File: src/rtl/conv_pkg.sv
// conv_pkg: shared defaults and helpers for the conv_mul_arb block.
//   A_W_DEF / B_W_DEF / P_W_DEF : default operand widths and the
//                                 full-precision product width.
//   id_width(n)                 : bits needed to carry a requester
//                                 index for n requesters (minimum 1).
package conv_pkg;

    localparam int A_W_DEF = 16;
    localparam int B_W_DEF = 8;
    localparam int P_W_DEF = A_W_DEF + B_W_DEF;

    function automatic int id_width(input int n);
        return (n <= 2) ? 1 : $clog2(n);
    endfunction

endpackage

File: src/rtl/conv_rr_arb.sv
// conv_rr_arb: combinational round-robin arbiter.
//   req   [N-1:0]  : request vector
//   ptr   [IW-1:0] : index where the search starts (highest priority)
//   en             : grant enable; no grant is produced while low
//   grant [N-1:0]  : one-hot grant (all zero when nothing is granted)
//   idx   [IW-1:0] : index of the granted requester (0 when no grant)
// The search visits ptr, ptr+1, ... wrapping modulo N, and the first
// requester found with its req bit set wins.
module conv_rr_arb #(
    parameter int N  = 4,
    parameter int IW = 2
) (
    input  logic [N-1:0]  req,
    input  logic [IW-1:0] ptr,
    input  logic          en,
    output logic [N-1:0]  grant,
    output logic [IW-1:0] idx
);

    // One extra bit so ptr + k cannot overflow before the modulo fold.
    localparam int SW = IW + 1;

    logic [SW-1:0] cand;
    logic          found;

    always_comb begin
        grant = '0;
        idx   = '0;
        found = 1'b0;
        cand  = '0;
        for (int k = 0; k < N; k++) begin
            cand = {1'b0, ptr} + SW'(k);
            // ptr < N and k < N, so one subtraction is enough to wrap.
            if (cand >= SW'(N)) begin
                cand = cand - SW'(N);
            end
            if (en && !found && req[cand[IW-1:0]]) begin
                found                = 1'b1;
                grant[cand[IW-1:0]] = 1'b1;
                idx                  = cand[IW-1:0];
            end
        end
    end

endmodule

File: src/rtl/conv_mul_arb.sv
// conv_mul_arb: N_REQ requesters share one signed A_W x B_W multiplier.
//   ap_clk, ap_rst         : clock, synchronous active-high reset
//   req_valid [N_REQ-1:0]  : requester i offers an operand pair
//   req_ready [N_REQ-1:0]  : requester i's pair is taken this cycle (one-hot or zero)
//   req_a [N_REQ*A_W-1:0]  : operand a of requester i at [i*A_W +: A_W], signed
//   req_b [N_REQ*B_W-1:0]  : operand b of requester i at [i*B_W +: B_W], signed
//   out_valid/out_ready    : result handshake
//   out_p [P_W-1:0]        : signed product a*b, full precision
//   out_id [ID_W-1:0]      : requester that issued the product
//
// Handshake: a transfer happens on a rising edge where valid and ready
// are both high. req_ready is combinational and may depend on
// req_valid; out_valid/out_p/out_id are registers and hold steady while
// out_valid is high and out_ready is low.
//
// Pipeline: the round-robin winner's operands are captured in S1, the
// product is captured in S2 (which drives the outputs). Both stages move
// together when adv = !s2_valid || out_ready, so results leave in grant
// order with two cycles of latency and one result per cycle at full rate.
// P_W is expected to equal A_W + B_W.
module conv_mul_arb
    import conv_pkg::*;
#(
    parameter int N_REQ = 4,
    parameter int A_W   = A_W_DEF,
    parameter int B_W   = B_W_DEF,
    parameter int P_W   = A_W + B_W,
    parameter int ID_W  = id_width(N_REQ)
) (
    input  logic                   ap_clk,
    input  logic                   ap_rst,
    input  logic [N_REQ-1:0]       req_valid,
    output logic [N_REQ-1:0]       req_ready,
    input  logic [N_REQ*A_W-1:0]   req_a,
    input  logic [N_REQ*B_W-1:0]   req_b,
    output logic                   out_valid,
    input  logic                   out_ready,
    output logic [P_W-1:0]         out_p,
    output logic [ID_W-1:0]        out_id
);

    logic                   adv;
    logic [N_REQ-1:0]       grant;
    logic [ID_W-1:0]        grant_idx;
    logic                   grant_any;
    logic [ID_W-1:0]        rr_ptr;

    logic [A_W-1:0]         sel_a;
    logic [B_W-1:0]         sel_b;

    logic                   s1_valid;
    logic signed [A_W-1:0]  s1_a;
    logic signed [B_W-1:0]  s1_b;
    logic [ID_W-1:0]        s1_id;

    logic                   s2_valid;
    logic signed [P_W-1:0]  prod;

    assign adv = !s2_valid || out_ready;

    // Arbiter disabled during reset so req_ready stays low in that cycle.
    conv_rr_arb #(
        .N  (N_REQ),
        .IW (ID_W)
    ) u_arb (
        .req   (req_valid),
        .ptr   (rr_ptr),
        .en    (adv && !ap_rst),
        .grant (grant),
        .idx   (grant_idx)
    );

    assign grant_any = |grant;
    assign req_ready = grant;

    // One-hot operand select for the granted requester.
    always_comb begin
        sel_a = '0;
        sel_b = '0;
        for (int i = 0; i < N_REQ; i++) begin
            if (grant[i]) begin
                sel_a = req_a[i*A_W +: A_W];
                sel_b = req_b[i*B_W +: B_W];
            end
        end
    end

    // Both operands are sign-extended to P_W before multiplying, giving
    // the exact product without truncation.
    assign prod = P_W'(s1_a) * P_W'(s1_b);

    always_ff @(posedge ap_clk) begin
        if (ap_rst) begin
            rr_ptr <= '0;
        end else if (grant_any) begin
            rr_ptr <= (grant_idx == ID_W'(N_REQ - 1)) ? '0 : grant_idx + 1'b1;
        end
    end

    // S1: granted operands. With adv high and no grant, a bubble enters.
    always_ff @(posedge ap_clk) begin
        if (ap_rst) begin
            s1_valid <= 1'b0;
            s1_a     <= '0;
            s1_b     <= '0;
            s1_id    <= '0;
        end else if (adv) begin
            s1_valid <= grant_any;
            if (grant_any) begin
                s1_a  <= sel_a;
                s1_b  <= sel_b;
                s1_id <= grant_idx;
            end
        end
    end

    // S2: product and id, driving the outputs directly.
    always_ff @(posedge ap_clk) begin
        if (ap_rst) begin
            s2_valid <= 1'b0;
            out_p    <= '0;
            out_id   <= '0;
        end else if (adv) begin
            s2_valid <= s1_valid;
            if (s1_valid) begin
                out_p  <= prod;
                out_id <= s1_id;
            end
        end
    end

    assign out_valid = s2_valid;

endmodule

File: config.mk
export PLATFORM = sky130hd
export DESIGN_NAME = conv_mul_arb
export DESIGN_NICKNAME = d
export VERILOG_FILES = /design/src/rtl/conv_pkg.sv /design/src/rtl/conv_rr_arb.sv /design/src/rtl/conv_mul_arb.sv
export SDC_FILE = /design/constraint.sdc
export NUM_CORES = 1
export LEC_CHECK = 0
export BUFFER_PORTS_ARGS = -buffer_cell sky130_fd_sc_hd__buf_2
export CAP_MARGIN = 20
export CORE_MARGIN = 2
export CORE_UTILIZATION = 50
export DETAILED_ROUTE_END_ITERATION = 8
export PLACE_DENSITY = 0.79
export SYNTH_ARGS = -nofsm -noshare
export SYNTH_HDL_FRONTEND = slang
export SYNTH_HIERARCHICAL = 1
export SYNTH_SLANG_ARGS = --single-unit
File: constraint.sdc
create_clock -name ap_clk -period 14.2 [get_ports ap_clk]
set_clock_uncertainty 0.1 [all_clocks]
set_input_delay 0.71 -clock ap_clk [delete_from_list [all_inputs] [get_ports ap_clk]]
set_output_delay 0.71 -clock ap_clk [all_outputs]
set_load 0.005 [all_outputs]
==> results of run 1 <==
## layout make-up
cell class / instances / share of cell area
clock inverter: 2 / 0.003944
sequential: 56 / 0.1262
clock buffer: 6 / 0.01451
tap: 211 / 0.02972
inverter: 145 / 0.06127
multi-input combinational: 685 / 0.6827
timing repair buffer: 140 / 0.08169
## power breakdown
group	switching, mW	internal, mW	total, mW
Clock	0.0573	0.0831	0.140
Combinational	0.608	0.417	1.02
Sequential	0.0925	0.202	0.295
## registers in the layout, indices dropped and copies added (netlist names)
register	flops
out_id	2
out_p	24
out_valid	1
rr_ptr	2
s1_a	16
s1_b	8
s1_id	2
s1_valid	1
## metal layers
layer,global-route usage,part of all wire
met5,0,0
met4,0.06388,0.020
met3,0.04305,0.064
met2,0.4016,0.47
met1,0.3540,0.45
## synth_stat cells (3+ instances only)
cell      instances
xor2_1            6
nor3_1           29
o221ai_1          3
and2_1           89
mux4_2            4
or3_1             3
buf_2             5
ha_1             54
o211ai_1         11
buf_6             3
o21ai_0          16
buf_1             4
and3_1            3
nand3b_1         15
xnor2_1           8
dfxtp_1          56
mux2_2            3
nor2b_1          29
o21a_1            8
mux2i_1           6
a21o_1            9
nand2_1          71
fa_1            103
a211oi_1         29
nand2b_1          5
inv_1           144
a221oi_1         23
a21oi_1          51
clkbuf_1         36
nor2_1           63
## metrics by stage
stage                     total power [mW]  std cells
after detailed placement             1.293       1236
after global routing                 1.612       1245
final                                1.460       1245
after floorplan                      1.026        934
after global placement               1.283       1236
after CTS                            1.453       1244
## worst paths after layout
path,start,end,slack (ps),cells past startpoint
max,s1_b[7],out_p[21],8770,15
min,out_p[8],out_p[8],360,2
max reg2reg,s1_b[7],out_p[21],8770,15
min reg2reg,out_p[8],out_p[8],360,2
## worst max-delay path: stages, from the launching register on
cell and delay (ps):
dfxtp_1 330, inv_1 400, nor2_1 140, fa_1 540, fa_1 520, fa_1 540, inv_1 50, fa_1 590
inv_1 60, ha_1 350, a21oi_1 190, o21ai_0 170, a221o_1 410, o31ai_1 350, mux2_1 360, a211oi_1 220
## logic make-up (layout without fill, tap and decap cells)
logic type               after synthesis  count (layout)  share of synthesized area
AO/OA/AOI/OAI                        175             175                     0.1552
AND/OR/NAND/NOR                      324             324                     0.2190
flip-flops                            56              56                     0.1419
XOR/XNOR                              14              14                    0.01552
buffers and inverters                193             293                    0.09533
multiplexers                          15              15                    0.02660
adder cells (fa/ha/maj)              157             157                     0.3465
==> impl_metrics.tcl, run 1 <==
set metrics [dict create \
    status "finished, final reports clean" \
    fp.dieH_um 129.7 \
    fp.coreArea_um2 15310 \
    rsz0062_at_grt "no" \
    yosysTopAreaCell "fa_1" \
    nets 1293 \
    grt_max_degree 72 \
    cts_sinks 56 \
    final_cell_mix "inv_1 (144), buf_2 (133), fa_1 (103)" \
    endpoint_kind "flip-flop" \
    rows 45 \
    clk-insertion-delay-late_ps 300 \
    cts.path.max_buffers 2 \
    yosysUniqueCellTypes 64 \
    synth_seq_cells 56 \
    regArea_um2 1121 \
    drc 0 \
    hold_viol 0 \
    path_class "reg -> reg" \
    htree_levels 2 \
    cts_buffers 5 \
    slew_violations 0 \
    worst_pin_slew_ps 1008 \
    syn2layout_area_growth_pct 12.43 \
    postCtsSetupBuffers 0 \
    syn_nets 1194 \
    peakVddDrop_mv 0.09557 \
    first_iter_violations 379 \
    avgRoutedWirePerCell_um 15.97 \
    layout_min_cycle_time_ps 5425 \
    yosysSeqAreaShare 0.1419 \
    postCtsHoldBufs 0 \
    fin_crit_sh 0.3820 \
    place.port_buffers 133 \
    antenna_found_initial 0 \
    place_area_um2 8705 \
    max-slew-margin-rel 0.3261 \
    drive_above_1_share 0.1634 \
    netlist_area_um2 7901 \
    first_pass_iters 5 \
    arrival_ps 5540 \
    grt_pass1_vias 6819 \
    initial_core_util 0.5159 \
    io_pins 134 \
    grt_pass1_wl_um 33710 \
    maxCapViolations 0 \
    die_width_um 129.7 \
    synthTopCellsByArea "fa_1 (26%), dfxtp_1 (14%), ha_1 (8.6%)" \
    wl_um 19890 \
    cts_tree "yes" \
    nFillCells 1368 \
    synthCells 934 \
    synth_warnings 6 \
    grt-ovfl-total 0 \
    required_ps 14320 \
    dominantRegCellSynth "dfxtp_1" \
    utilization 0.5801 \
    finish.instance_area_um2 8884 \
    synth_edf_count 0 \
    startpoint_type "flip-flop" \
    layout_commonest_cell "inv_1" \
    synth_top_area_frac 0.2610 \
    n_antenna_cell 0 \
    gp_congestion 0.9234 \
    die_area_um2 16820 \
    setup_tns_ps 0 \
    cts_root_buf "clkbuf_16" \
    synthArstFlopShare 0 \
    setup_viol 0 \
    postSynthAreaPerCell_um2 8.460 \
    fmax_ghz 0.1843 \
    fin_hold_ws_ps 358.7 \
    place_ws_ps 8833 \
    setup_ws_ps 8775 \
    cts_resized 0 \
    power_density_nw_per_um2 164.3 \
    multi_input_area_um2 6065 \
    hold_class "reg -> reg" \
    vias 6831 \
    dpl.hpwl_um 15670 \
    grt_usage 0.2502 \
    antenna_left 0 \
    avgViaCountPerCell 5.487 \
    p_leak_nw 4.286 \
    critPathMaxFanout 15 \
    path_clk_slew_ps 70 \
]
Power figures use the tool's default switching activity.
==> run 2: changes to the inputs <==
--- a/config.mk
+++ b/config.mk
@@ -10,7 +10,7 @@
 export CORE_MARGIN = 2
 export CORE_UTILIZATION = 50
 export DETAILED_ROUTE_END_ITERATION = 8
-export PLACE_DENSITY = 0.79
+export PLACE_DENSITY = 0.82
 export SYNTH_ARGS = -nofsm -noshare
 export SYNTH_HDL_FRONTEND = slang
 export SYNTH_HIERARCHICAL = 1
==> constraint.sdc (replaced) <==
create_clock -name ap_clk -period 4.9 [get_ports ap_clk]
set_clock_uncertainty 0.1 [all_clocks]
set_input_delay 0.245 -clock ap_clk [delete_from_list [all_inputs] [get_ports ap_clk]]
set_output_delay 0.245 -clock ap_clk [all_outputs]
set_load 0.005 [all_outputs]
==> run 2 against run 1 <==
  * First-iteration DRC count up 39%
  * Design area up 7.1%
  * Power rose to 3.2 times the previous value
  * Via count up 5.9%
  * Sequential share of layout area down 0.55 points
  * Fmax up 13%
  * Global-route usage up 0.97 points
  * Register-to-register slack worse by 8700 ps
  * Critical path type unchanged
==> impl_metrics.tcl, run 2 (same netlist as run 1, synthesis figures left out) <==
set metrics [dict create \
    top_layer_used "met4" \
    status "finished, final reports clean" \
    rows 45 \
    startpoint_type "flip-flop" \
    largest_reg_flops 24 \
    htree_levels 2 \
    fp.dieH_um 129.7 \
    reg2reg_slack_ps 120 \
    worst_pin_slew_ps 723.6 \
    slew_violations 0 \
    utilization 0.6212 \
    path_cells "buf_12 > and2_1 > fa_1 > fa_1 > fa_1 > inv_1 > fa_1 > inv_1 > ha_1 > a21oi_2 > o21ai_2 > a221o_1 > o31ai_4 > mux2_4 > a211oi_2" \
    dpl.hpwl_um 16690 \
    grt_pass1_vias 7090 \
    critPathMaxFanout 13 \
    max_stage_delay_ps 570 \
    die_width_um 129.7 \
    cts_root_buf "clkbuf_16" \
    endpoint_kind "flip-flop" \
    drc 0 \
    r2r_cells 15 \
    reg_top3 "out_p x24, s1_a x16, s1_b x8" \
    cts_sinks 56 \
    r2r-end "out_p[21]" \
    first_pass_iters 5 \
    crit_path_frequent_cell "fa_1" \
    layout_min_cycle_time_ps 4780 \
    peakVddDrop_mv 0.4507 \
    antenna_found_initial 1 \
    r2r-start "s1_b[6]" \
    cts.path.max_buffers 2 \
    setup_tns_ps 0 \
    fp.coreArea_um2 15310 \
    n_antenna_cell 0 \
    wl_um 21760 \
    place.port_buffers 133 \
    setup_viol 0 \
    fmax_ghz 0.2092 \
    avgViaCountPerCell 5.575 \
    grt_pass1_wl_um 34710 \
    hold_end "s1_a[7]" \
    power_mw 4.704 \
    dr_wl_met2_um 10470 \
    grt_max_degree 71 \
    clk-insertion-delay-late_ps 300 \
    hold_class "in -> reg" \
    layout_commonest_cell "inv_1" \
    cts_tree "yes" \
    wl_met1_um 8947 \
    avgRoutedWirePerCell_um 16.76 \
    vias 7236 \
    syn2layout_area_growth_pct 20.40 \
    arrival_ps 4910 \
    die_area_um2 16820 \
    power_density_nw_per_um2 494.5 \
    io_pins 134 \
    max-slew-margin-rel 0.5176 \
    critPathSlowestCell "fa_1" \
    nets 1346 \
    initial_core_util 0.5159 \
    first_iter_violations 527 \
    hold_depth 3 \
    fin_crit_sh 0.9756 \
    path_class "reg -> reg" \
    path_clk_slew_ps 80 \
    p_leak_nw 4.557 \
    postCtsHoldBufs 0 \
    maxCapViolations 0 \
    cts_buffers 5 \
    regMostFlops "out_p" \
    required_ps 5030 \
    gp_congestion 0.9199 \
    final_cell_mix "inv_1 (142), buf_2 (133), fa_1 (100)" \
    hold_viol 0 \
    grt_usage 0.2599 \
    antenna_left 0 \
    grt-ovfl-total 0 \
    wl_met3_um 1658 \
    hold_start "req_a[55]" \
    drive_above_1_share 0.2447 \
]
[run 2: area by class of cell]
class / count / area (um2)
fill: 1242 / 5802
inverter: 145 / 546.8
multi-input combinational: 685 / 6213
clock inverter: 3 / 23.77
sequential: 56 / 1149
timing repair buffer: 193 / 1191
tap: 211 / 264.0
clock buffer: 5 / 125.1
[run 2: metrics by stage]
stage	instances	worst slack (ps)	area (um2)	hold slack, ps
after floorplan	934	42.83	7910	331.2
after global placement	1282	33.85	9117	339.3
after detailed placement	1282	-2.732	9117	344.1
after CTS	1290	19.61	9274	187.4
after global routing	1298	-52.88	9513	195.5
final	1298	119.5	9513	180.0
[run 2: layer usage]
layer	track usage	up-vias
li1	-	3375
met1	0.3485	3476
met2	0.4330	329
met3	0.04264	56
met4	0.08286	0
met5	0	-
[run 2: worst max path at each step]
| stage | startpoint | endpoint |
|---|---|---|
| 2_1_floorplan | s1_b[7] | out_p[21] |
| 3_3_place_gp | s1_b[7] | out_p[21] |
| 3_5_place_dp | s1_b[5] | out_p[21] |
| 4_1_cts | s1_b[4] | out_p[21] |
| 5_1_grt | s1_b[7] | out_p[22] |
| 6_report | s1_b[6] | out_p[21] |
[run 2: repair_timing]
item,4_1_cts,5_1_grt
endpoints found under the hold margin,0,0
setup buffers,0,8
pin swaps,0,28
endpoints found under the setup margin,3,9
gates resized for setup,5,47
[run 2: power by group]
part	total [mW]	switching, mW	internal [mW]
sequential	0.739	0.141	0.598
clock	0.374	0.183	0.191
combinational	3.59	2.07	1.52
total	4.70	2.40	2.31
[run 2: worst max-delay path, delay by kind of cell, from the launching register on]
kind	cells	cell delay, ps
compound gates	5	1150
fa+ha+maj	5	2400
simple gates	1	150
flops	1	330
mux	1	330
buf+inv	3	260
==> run 3: changes to the inputs <==
--- a/config.mk
+++ b/config.mk
@@ -5,6 +5,7 @@
 export SDC_FILE = /design/constraint.sdc
 export NUM_CORES = 1
 export LEC_CHECK = 0
+export ABC_AREA = 1
 export BUFFER_PORTS_ARGS = -buffer_cell sky130_fd_sc_hd__buf_2
 export CAP_MARGIN = 20
 export CORE_MARGIN = 2
@@ -15,3 +16,4 @@
 export SYNTH_HDL_FRONTEND = slang
 export SYNTH_HIERARCHICAL = 1
 export SYNTH_SLANG_ARGS = --single-unit
+export TNS_END_PERCENT = 10
==> run 3 against run 2 <==
  * Area after synthesis up 5.1%
  * Power down 9.9%
  * Critical path depth up 6
==> impl_metrics.tcl, run 3 <==
set metrics [dict create \
    dominantRegCellSynth "dfxtp_1" \
    regArea_um2 1124 \
    max-slew-margin-rel 0.5513 \
    netlist_area_um2 8300 \
    synthTopCellsByCount "inv_1 (297), nand2_1 (289), fa_1 (103)" \
    critPathSlowestCell "fa_1" \
    htree_levels 2 \
    synth_warnings 6 \
    postCtsSetupBuffers 0 \
    syn_nets 1492 \
    die_area_um2 17650 \
    grt_usage 0.2461 \
    n_antenna_cell 0 \
    path_class "reg -> reg" \
    synth_seq_cells 56 \
    fmax_ghz 0.2150 \
    hold_start "req_b[27]" \
    initial_core_util 0.5059 \
    gp_congestion 0.9204 \
    cts_sinks 56 \
    antenna_found_initial 0 \
    clk-insertion-delay-late_ps 320 \
    first_iter_violations 561 \
    largest_reg_flops 24 \
    fin_crit_sh 0.9491 \
    r2r_cells 21 \
    required_ps 5020 \
    crit_buf_inv 7 \
    yosysUniqueCellTypes 37 \
    vias 7804 \
    worst_pin_slew_ps 672.4 \
    reg2reg_slack_ps 250 \
    setup_ws_ps 249.6 \
    grt_max_degree 50 \
    cts.path.max_buffers 2 \
    power_density_nw_per_um2 456.8 \
    final_cell_mix "inv_1 (297), nand2_1 (289), buf_2 (133)" \
    peakVddDrop_mv 0.2841 \
    nFillCells 1561 \
    cts_root_buf "clkbuf_16" \
    place_area_um2 9077 \
    regMostFlops "out_p" \
    die_width_um 132.8 \
    status "finished, final reports clean" \
    critPathMaxFanout 9 \
    yosysSeqAreaShare 0.1351 \
    synthArstFlopShare 0 \
    layout_min_cycle_time_ps 4650 \
    antenna_left 0 \
    wl_um 20420 \
    place.port_buffers 133 \
    reg_top3 "out_p x24, s1_a x16, s1_b x8" \
    synthTopCellsByArea "fa_1 (25%), dfxtp_1 (14%), inv_1 (13%)" \
    multi_input_area_um2 5771 \
    fp.coreArea_um2 16410 \
    max_stage_delay_ps 550 \
    arrival_ps 4770 \
    first_pass_iters 8 \
    grt_pass1_vias 7924 \
    cts_buffers 5 \
    avgRoutedWirePerCell_um 13.19 \
    r2r-start "s1_b[7]" \
    cts_tree "yes" \
    maxCapViolations 0 \
    hold_end "s1_b[3]" \
    hold_viol 0 \
    drc 0 \
    hold_depth 3 \
    path_clk_slew_ps 80 \
    rsz0062_at_grt "yes" \
    synth_edf_count 0 \
    synthCells 1232 \
    p_leak_nw 5.603 \
    crit_family "adder cells" \
    avgViaCountPerCell 5.041 \
    rows 47 \
    slew_violations 0 \
    startpoint_type "flip-flop" \
    grt-ovfl-total 0 \
    crit_path_frequent_cell "inv_1" \
    endpoint_kind "flip-flop" \
    grt_pass1_wl_um 35800 \
    place_ws_ps 214.9 \
    synth_top_area_frac 0.2484 \
    drive_above_1_share 0.1378 \
    path_cells "inv_1 > buf_4 > nor2_1 > fa_1 > fa_1 > fa_1 > inv_1 > fa_1 > inv_1 > ha_1 > nand2_1 > nor2_1 > inv_1 > nor2_1 > nand3_1 > inv_1 > nor2_1 > nand2_1 > nand3_1 > nand2_1 > inv_1" \
    postSynthAreaPerCell_um2 6.737 \
    yosysMostFrequentCell "inv_1" \
    syn2layout_area_growth_pct 11.83 \
    setup_viol 0 \
    nets 1587 \
    r2r-end "out_p[23]" \
    fp.dieH_um 132.8 \
    yosysTopAreaCell "fa_1" \
    layout_commonest_cell "inv_1" \
    io_pins 134 \
    finish.instance_area_um2 9283 \
    hold_class "in -> reg" \
    dpl.hpwl_um 16270 \
]
==> run 3: worst max path at each step <==
stage	start	end	cells after the start
2_1_floorplan	s1_b[2]	out_p[20]	18
3_3_place_gp	s1_b[4]	out_p[23]	20
3_5_place_dp	s1_b[7]	out_p[13]	19
4_1_cts	s1_b[7]	out_p[13]	19
5_1_grt	s1_b[7]	out_p[23]	21
6_report	s1_b[7]	out_p[23]	21
==> run 3: timing repair <==
action,in CTS,in global routing
gates resized for setup,0,4
setup endpoints to repair,0,7
hold buffers,0,0
==> run 3: cells by family after synthesis <==
group / count (synthesis) / synth area share
AND/OR/NAND/NOR: 478 / 0.2436
buffers and inverters: 362 / 0.1705
adder cells (fa/ha/maj): 157 / 0.3298
AO/OA/AOI/OAI: 171 / 0.1126
XOR/XNOR: 8 / 0.008442
flip-flops: 56 / 0.1351
==> run 3: power by group <==
| part | total [mW] | switching [mW] | internal, mW |
|---|---|---|---|
| registers | 0.794 | 0.194 | 0.600 |
| logic | 3.01 | 1.91 | 1.09 |
| clock network | 0.440 | 0.196 | 0.244 |
| total | 4.24 | 2.30 | 1.94 |
==> run 3: stage by stage <==
stage	power [mW]	cells	setup TNS, ps	hold slack [ps]	util
final	4.240	1548	0	98.22	0.5658
after floorplan	3.112	1232	0	304.5	-
after CTS	4.251	1547	0	97.22	0.5637
after global placement	3.740	1539	0	355.3	0.5533
after detailed placement	3.802	1539	0	359.8	0.5533
after global routing	4.764	1548	-103.2	108.4	0.5658
==> run 3: worst min-delay path: cells and delay by family <==
kind	cells	cell delay, ps
AO/OA/AOI/OAI	2	160
buffers and inverters	1	70
==> run 3: area by class of cell <==
class	instances	area share
clock buffers	5	0.01348
clock inverters	3	0.004987
inverters	300	0.1216
multi-input cells	814	0.6216
flip-flops and latches	56	0.1210
well taps	220	0.02965
repair buffers	150	0.08761
==> run 3: routing by layer <==
layer | vias up | global-route usage | share of wire
li1 | 3881 | - | -
met1 | 3680 | 0.2987 | 0.41
met2 | 198 | 0.4447 | 0.52
met3 | 45 | 0.03295 | 0.043
met4 | 0 | 0.09020 | 0.028
met5 | - | 0 | 0
